### src/rtl/dice_pkg.sv
// dice_pkg: shared widths, die range, FSM encoding and roll classification for the dice game
package dice_pkg;
  localparam int DIE_W = 3;
  localparam int SUM_W = 4;
  localparam logic [DIE_W-1:0] DIE_MIN = 3'd1;
  localparam logic [DIE_W-1:0] DIE_MAX = 3'd6;
  localparam logic [1:0] IDLE   = 2'd0;
  localparam logic [1:0] SAMPLE = 2'd1;
  localparam logic [1:0] EVAL   = 2'd2;
  localparam logic [1:0] REPORT = 2'd3;
  function automatic logic is_craps(input logic [SUM_W-1:0] s);
    return s == 4'd2 || s == 4'd3 || s == 4'd12;
  endfunction
  function automatic logic is_natural(input logic [SUM_W-1:0] s);
    return s == 4'd7 || s == 4'd11;
  endfunction
endpackage

### src/rtl/dice_pair_counter.sv
// dice_pair_counter: free-running chained 1..6 die counters with a 36-cycle joint period
module dice_pair_counter
  import dice_pkg::*;
(
  input  logic             clk,
  input  logic             reset_n,
  output logic [DIE_W-1:0] die_a_raw,
  output logic [DIE_W-1:0] die_b_raw
);
  // die_a steps every cycle; die_b steps when die_a wraps
  always_ff @(posedge clk or negedge reset_n)
    if (!reset_n) begin
      die_a_raw <= DIE_MIN;
      die_b_raw <= DIE_MIN;
    end else begin
      die_a_raw <= die_a_raw == DIE_MAX ? DIE_MIN : die_a_raw + 1'b1;
      if (die_a_raw == DIE_MAX) die_b_raw <= die_b_raw == DIE_MAX ? DIE_MIN : die_b_raw + 1'b1;
    end
endmodule

### src/rtl/dice_turn_arbiter.sv
// dice_turn_arbiter: two-player turn sequencer sharing one dice datapath with craps-style scoring
module dice_turn_arbiter
  import dice_pkg::*;
#(
  parameter int MAX_CHANCES = 3
) (
  input  logic             clk,
  input  logic             reset_n,
  input  logic [1:0]       req,
  input  logic [1:0]       new_game,
  output logic [1:0]       grant,
  output logic [DIE_W-1:0] die_a,
  output logic [DIE_W-1:0] die_b,
  output logic [SUM_W-1:0] sum,
  output logic             done,
  output logic             win,
  output logic             decided,
  output logic [1:0]       over,
  output logic [1:0]       chances0,
  output logic [1:0]       chances1
);
  localparam logic [1:0] MAXC = 2'(MAX_CHANCES);
  logic [1:0]       state, nxt, elig, pick, busy, pend;
  logic             last;
  logic [DIE_W-1:0] die_a_raw, die_b_raw, cap_a, cap_b;
  logic [SUM_W-1:0] eval_sum;
  logic [1:0]       ch [2];
  logic [1:0]       ch_dec;
  logic             eval_fixed, eval_dec;
  dice_pair_counter u_cnt (
    .clk       (clk),
    .reset_n   (reset_n),
    .die_a_raw (die_a_raw),
    .die_b_raw (die_b_raw)
  );
  assign chances0 = ch[0];
  assign chances1 = ch[1];
  // eligibility, round-robin pick, next state and roll outcome of the captured dice
  always_comb begin
    elig       = req & ~over;
    pick       = elig == 2'b11 ? (last ? 2'b01 : 2'b10) : elig;
    nxt        = state == IDLE ? (|elig ? SAMPLE : IDLE) : state == REPORT ? IDLE : state + 2'd1;
    busy       = state != IDLE ? grant : 2'b00;
    eval_sum   = SUM_W'(cap_a) + SUM_W'(cap_b);
    ch_dec     = (grant[1] ? ch[1] : ch[0]) - 2'd1;
    eval_fixed = is_craps(eval_sum) || is_natural(eval_sum);
    eval_dec   = eval_fixed || ch_dec == 2'd0;
  end
  // turn sequencing: grant in IDLE, capture in SAMPLE, publish results at the EVAL->REPORT edge
  always_ff @(posedge clk or negedge reset_n)
    if (!reset_n) begin
      state   <= IDLE;
      grant   <= 2'b00;
      last    <= 1'b1;
      cap_a   <= '0;
      cap_b   <= '0;
      die_a   <= '0;
      die_b   <= '0;
      sum     <= '0;
      done    <= 1'b0;
      win     <= 1'b0;
      decided <= 1'b0;
    end else begin
      state <= nxt;
      done  <= state == EVAL;
      if (state == IDLE) grant <= pick;
      if (state == REPORT) grant <= 2'b00;
      if (state == IDLE && |elig) last <= pick[1];
      if (state == SAMPLE) begin
        cap_a <= die_a_raw;
        cap_b <= die_b_raw;
      end
      if (state == EVAL) begin
        die_a   <= cap_a;
        die_b   <= cap_b;
        sum     <= eval_sum;
        win     <= is_natural(eval_sum);
        decided <= eval_dec;
      end
    end
  // per-player chances/over; a new_game for the served player waits and overrides the roll on exit
  always_ff @(posedge clk or negedge reset_n)
    if (!reset_n) begin
      ch   <= '{MAXC, MAXC};
      over <= 2'b00;
      pend <= 2'b00;
    end else begin
      for (int p = 0; p < 2; p++) begin
        if (busy[p] ? (state == REPORT && (pend[p] || new_game[p])) : new_game[p]) begin
          ch[p]   <= MAXC;
          over[p] <= 1'b0;
        end else if (busy[p] && state == EVAL) begin
          if (!eval_fixed) ch[p] <= ch_dec;
          if (eval_dec) over[p] <= 1'b1;
        end
        pend[p] <= busy[p] && state != REPORT && (pend[p] || new_game[p]);
      end
    end
endmodule

### config.mk
export PLATFORM = sky130hd
export DESIGN_NAME = dice_turn_arbiter
export DESIGN_NICKNAME = d
export VERILOG_FILES = /design/src/rtl/dice_pkg.sv /design/src/rtl/dice_pair_counter.sv /design/src/rtl/dice_turn_arbiter.sv
export SDC_FILE = /design/constraint.sdc
export NUM_CORES = 1
export LEC_CHECK = 0
export CAP_MARGIN = 20
export CORE_MARGIN = 3
export CORE_UTILIZATION = 25
export DETAILED_ROUTE_END_ITERATION = 7
export GPL_TIMING_DRIVEN = 0
export PLACE_DENSITY = 0.54
export SKIP_CTS_REPAIR_TIMING = 1
export SLEW_MARGIN = 5
export SYNTH_ARGS = -nofsm -noshare
export SYNTH_HDL_FRONTEND = slang
export SYNTH_HIERARCHICAL = 1
export SYNTH_SLANG_ARGS = --single-unit
### constraint.sdc
create_clock -name clk -period 2.48 [get_ports clk]
set_input_delay 0.62 -clock clk [delete_from_list [all_inputs] [get_ports clk]]
set_output_delay 0.62 -clock clk [all_outputs]
set_load 0.02 [all_outputs]
==> summary by stage <==
Setup path
The worst setup path is launched from a register. The element type at the critical path end is a register. The worst endpoint required time is about 2.7 ns. The arrival time of the worst setup path is approximately 2.5 ns. The start-to-end type of the worst setup path is register to register. The worst-path maximum fanout is 9.

Routing
The average routed wire per standard cell is 12.6 um. Once detail routing completed, the nets flagged for antenna violations numbered 0. The first routing iteration left between 40 and 50 violations. The highest layer touched by signal routing is met4. The final layout contains routed wiring with a total length of 3.56 mm. The amount of wire on met3 after detailed routing is 136 um. Across all layers, the routed design uses 1266 vias. The number of vias per cell after detailed routing is around 4.5. The routed design uses between 1.5 and 2 mm of met2 wire.

After detailed routing, the wire length on met1 is 1.64 mm. The pre-antenna-repair detailed-routing pass consisted of 4 iterations. The residual DRC count is 0.

Timing
On the final layout, the worst hold slack is 0.280 ns. Counting I/O delays and the setup requirement, the final critical path takes roughly 2.3 ns. The normalized max-slew margin is about three fifths. The final hold violation count is 0. The number of max-slew violations in the final report is 0.

The final clock skew is 0.0102 ns. The highest achievable clock rate is 0.436 GHz. Setup violations remaining at the end of the flow were counted as 0. Setup repair after global routing left no endpoint under its margin. The sum of negative setup slack is 0 ns. The actual slew at the worst max-slew pin is ~0.6 ns. After layout, the worst path uses 92.6% of the clock period.

Synthesis
The mapped netlist covers 1790 sq um. Summed over its instances, the top area cell type makes up a little over two fifths of the synthesized netlist area. Yosys instantiated no cell more often than dfrtp_1. The count of distinct cell types in the synthesized netlist is 35. The total of warnings raised by yosys is 6. For this run, the leading register cell type out of synthesis is dfrtp_1. The count of mapped cells out of synthesis is roughly 150. The synthesized design contains 38 register bits. The post-synthesis net count is 167.

Sorting the synthesized cells by how often they occur yields dfrtp_1, mux2_2, nand3_1, o21ai_0. The number of enable-type register cells in the synthesized netlist is 0. The library cell with the largest summed area after synthesis is dfrtp_1. By area the synthesized netlist is led by dfrtp_1, dfstp_2, mux2_2, ha_1, nand3_1. The synthesized area per cell is 11.8 sq um. Counting flops with an async set or reset pin after synthesis yields a share of between 90% and 100%.

Sequential elements use 53.6% of the synthesized area.

Floorplan
The top-level port count is 27. The die covers 8210 sq um. The initialized floorplan defines 30 standard-cell rows. The overall die height is between 90 and 100 um.

The initial core utilization is 26.1%. The area of the core is 6870 sq um. In this run the horizontal extent of the chip is ~90 um.

Flow run
The tool flagged a number of max-cap violations equal to 0.

Global routing
The via count of the first global-routing pass is between 1000 and 1500. Entering global routing, the biggest net connects 39 pins. The first-pass GRT wire length is about 5.8 mm. The number of antenna violations at the first check in global routing is 0. The overall global routing resource usage is 8.94%. The total overflow left after global routing is 0.

Cells and area
Of the cells placed in the final design, the portion with a size suffix greater than 1 is 19.8%. The relative area change from synthesis to final layout is 27.8%. 0 antenna diodes ended up in the layout. The net count of the finished layout is roughly 200.

Min path
The path class of the lowest-slack min-delay path is primary input to async pin.

Status
The flow ran to the end, and the final reports show no timing, DRC or antenna violations.

CTS
In this run the deepest clock path goes through 2 buffers. The TritonCTS clock tree is built. The clock-pin transition on the worst setup and hold timing paths is 0.08 ns. The clock net in this run drives a total of 38 sinks. The clock network latency to the later pin of the worst-skew pair is 0.29 ns.

The buffer type at the clock tree root is clkbuf_8. The H-tree was split into 2 levels. In this run, CTS created clock tree buffers numbering 5.

Pwr
For this design the ratio of total power to cell area is 1450 nW/um^2. The analysis attributes to cell leakage a power of 0.958 nW. VDD sags by at most 0.000308 V.

Place
Port buffering added 26 buffers. The final weighted congestion in routability-driven placement is 0.790. The post-detailed-placement half-perimeter wirelength is 2.62 mm.
## placed cells by master, fill, tap and decap left out, types with 2 or more instances in the layout
cell | netlist | layout
a21oi_1 | 6 | 6
a32o_1 | 2 | 2
and3_1 | 4 | 4
clkbuf_1 | 3 | 3
clkbuf_8 | 0 | 6
clkdlybuf4s50_1 | 0 | 25
dfrtp_1 | 31 | 31
dfstp_2 | 7 | 7
ha_1 | 8 | 8
inv_1 | 7 | 7
mux2_2 | 15 | 15
mux2i_1 | 2 | 2
nand2_1 | 7 | 7
nand2b_1 | 4 | 4
nand3_1 | 9 | 9
nor2_1 | 8 | 8
nor2b_1 | 3 | 3
nor3_1 | 2 | 2
o21a_1 | 4 | 4
o21ai_0 | 9 | 9
o22ai_1 | 3 | 3
xnor2_1 | 3 | 2
## final cells by class
class | count | area [sq um]
Timing Repair Buffer | 27 | 275
Inverter | 7 | 26.3
Buffer | 4 | 22.5
Clock inverter | 2 | 12.5
Clock buffer | 6 | 82.6
Fill cell | 695 | 4580
Sequential cell | 38 | 960
Tap cell | 96 | 120
Multi-Input combinational cell | 103 | 790
## cell families after synthesis
kind of cell,share of synthesized area [%]
adder cells (fa/ha/maj),6.71
AO/OA/AOI/OAI,11.8
multiplexers,11.4
flip-flops,53.6
XOR/XNOR,1.47
buffers and inverters,2.73
AND/OR/NAND/NOR,12.3
## state kept, by name (all words and copies together) (netlist names)
signal           count
over                 2
chances0             2
grant                2
decided              1
die_a                3
die_b                3
done                 1
chances1             2
sum                  4
pend                 2
state                2
cap_a                3
cap_b                3
u_cnt/die_a_raw      3
u_cnt/die_b_raw      3
win                  1
last                 1
## through the flow
step / instance area, sq um / instances / setup slack, ns / total power [mW] / utilization, %
finish: 2290 / 283 / 0.185 / 3.32 / 33.3
global route: 2290 / 283 / 0.0346 / 3.56 / 33.3
CTS: 2280 / 283 / 0.0947 / 3.35 / 33.2
detailed placement: 2190 / 275 / 0.123 / 2.89 / 31.8
global placement: 2170 / 274 / -0.132 / 2.86 / 31.6
floorplan: 1790 / 152 / 0.371 / 2.29 / -
## final timing paths
| check | from | end | slack [ns] | cells after the start |
|---|---|---|---|---|
| max | cap_a[0] | over[0] | 0.18 | 7 |
| min | reset_n | die_b[2] | 0.28 | 2 |
| max reg2reg | cap_a[0] | over[0] | 0.18 | 7 |
| min reg2reg | last | last | 0.51 | 2 |
| max in group asynchronous | reset_n | last | 1.94 | 2 |
| min in group clk | last | last | 0.51 | 2 |
## per-layer routing
| metal | vias up | GRT usage (%) |
|---|---|---|
| met1 | 622 | 11.0 |
| met3 | 7 | 2.67 |
| met4 | 0 | 4.21 |
| met5 | - | 0 |
| li1 | 614 | - |
| met2 | 23 | 14.3 |
## where the power goes
group	internal, mW	switching, mW	leakage [nW]
combinational	0.875	0.946	0.459
sequential	0.881	0.177	0.452
clock	0.223	0.215	0.0472
## critical path, stage by stage, from the launching register on
cell and delay [ns]:
dfrtp_1 0.42, ha_1 0.25, fa_1 0.47, xnor2_2 0.20, a2111o_1 0.43, o211ai_2 0.17
o21a_1 0.18, o21a_1 0.11
No activity file was read; power rests on OpenSTA's default activity.
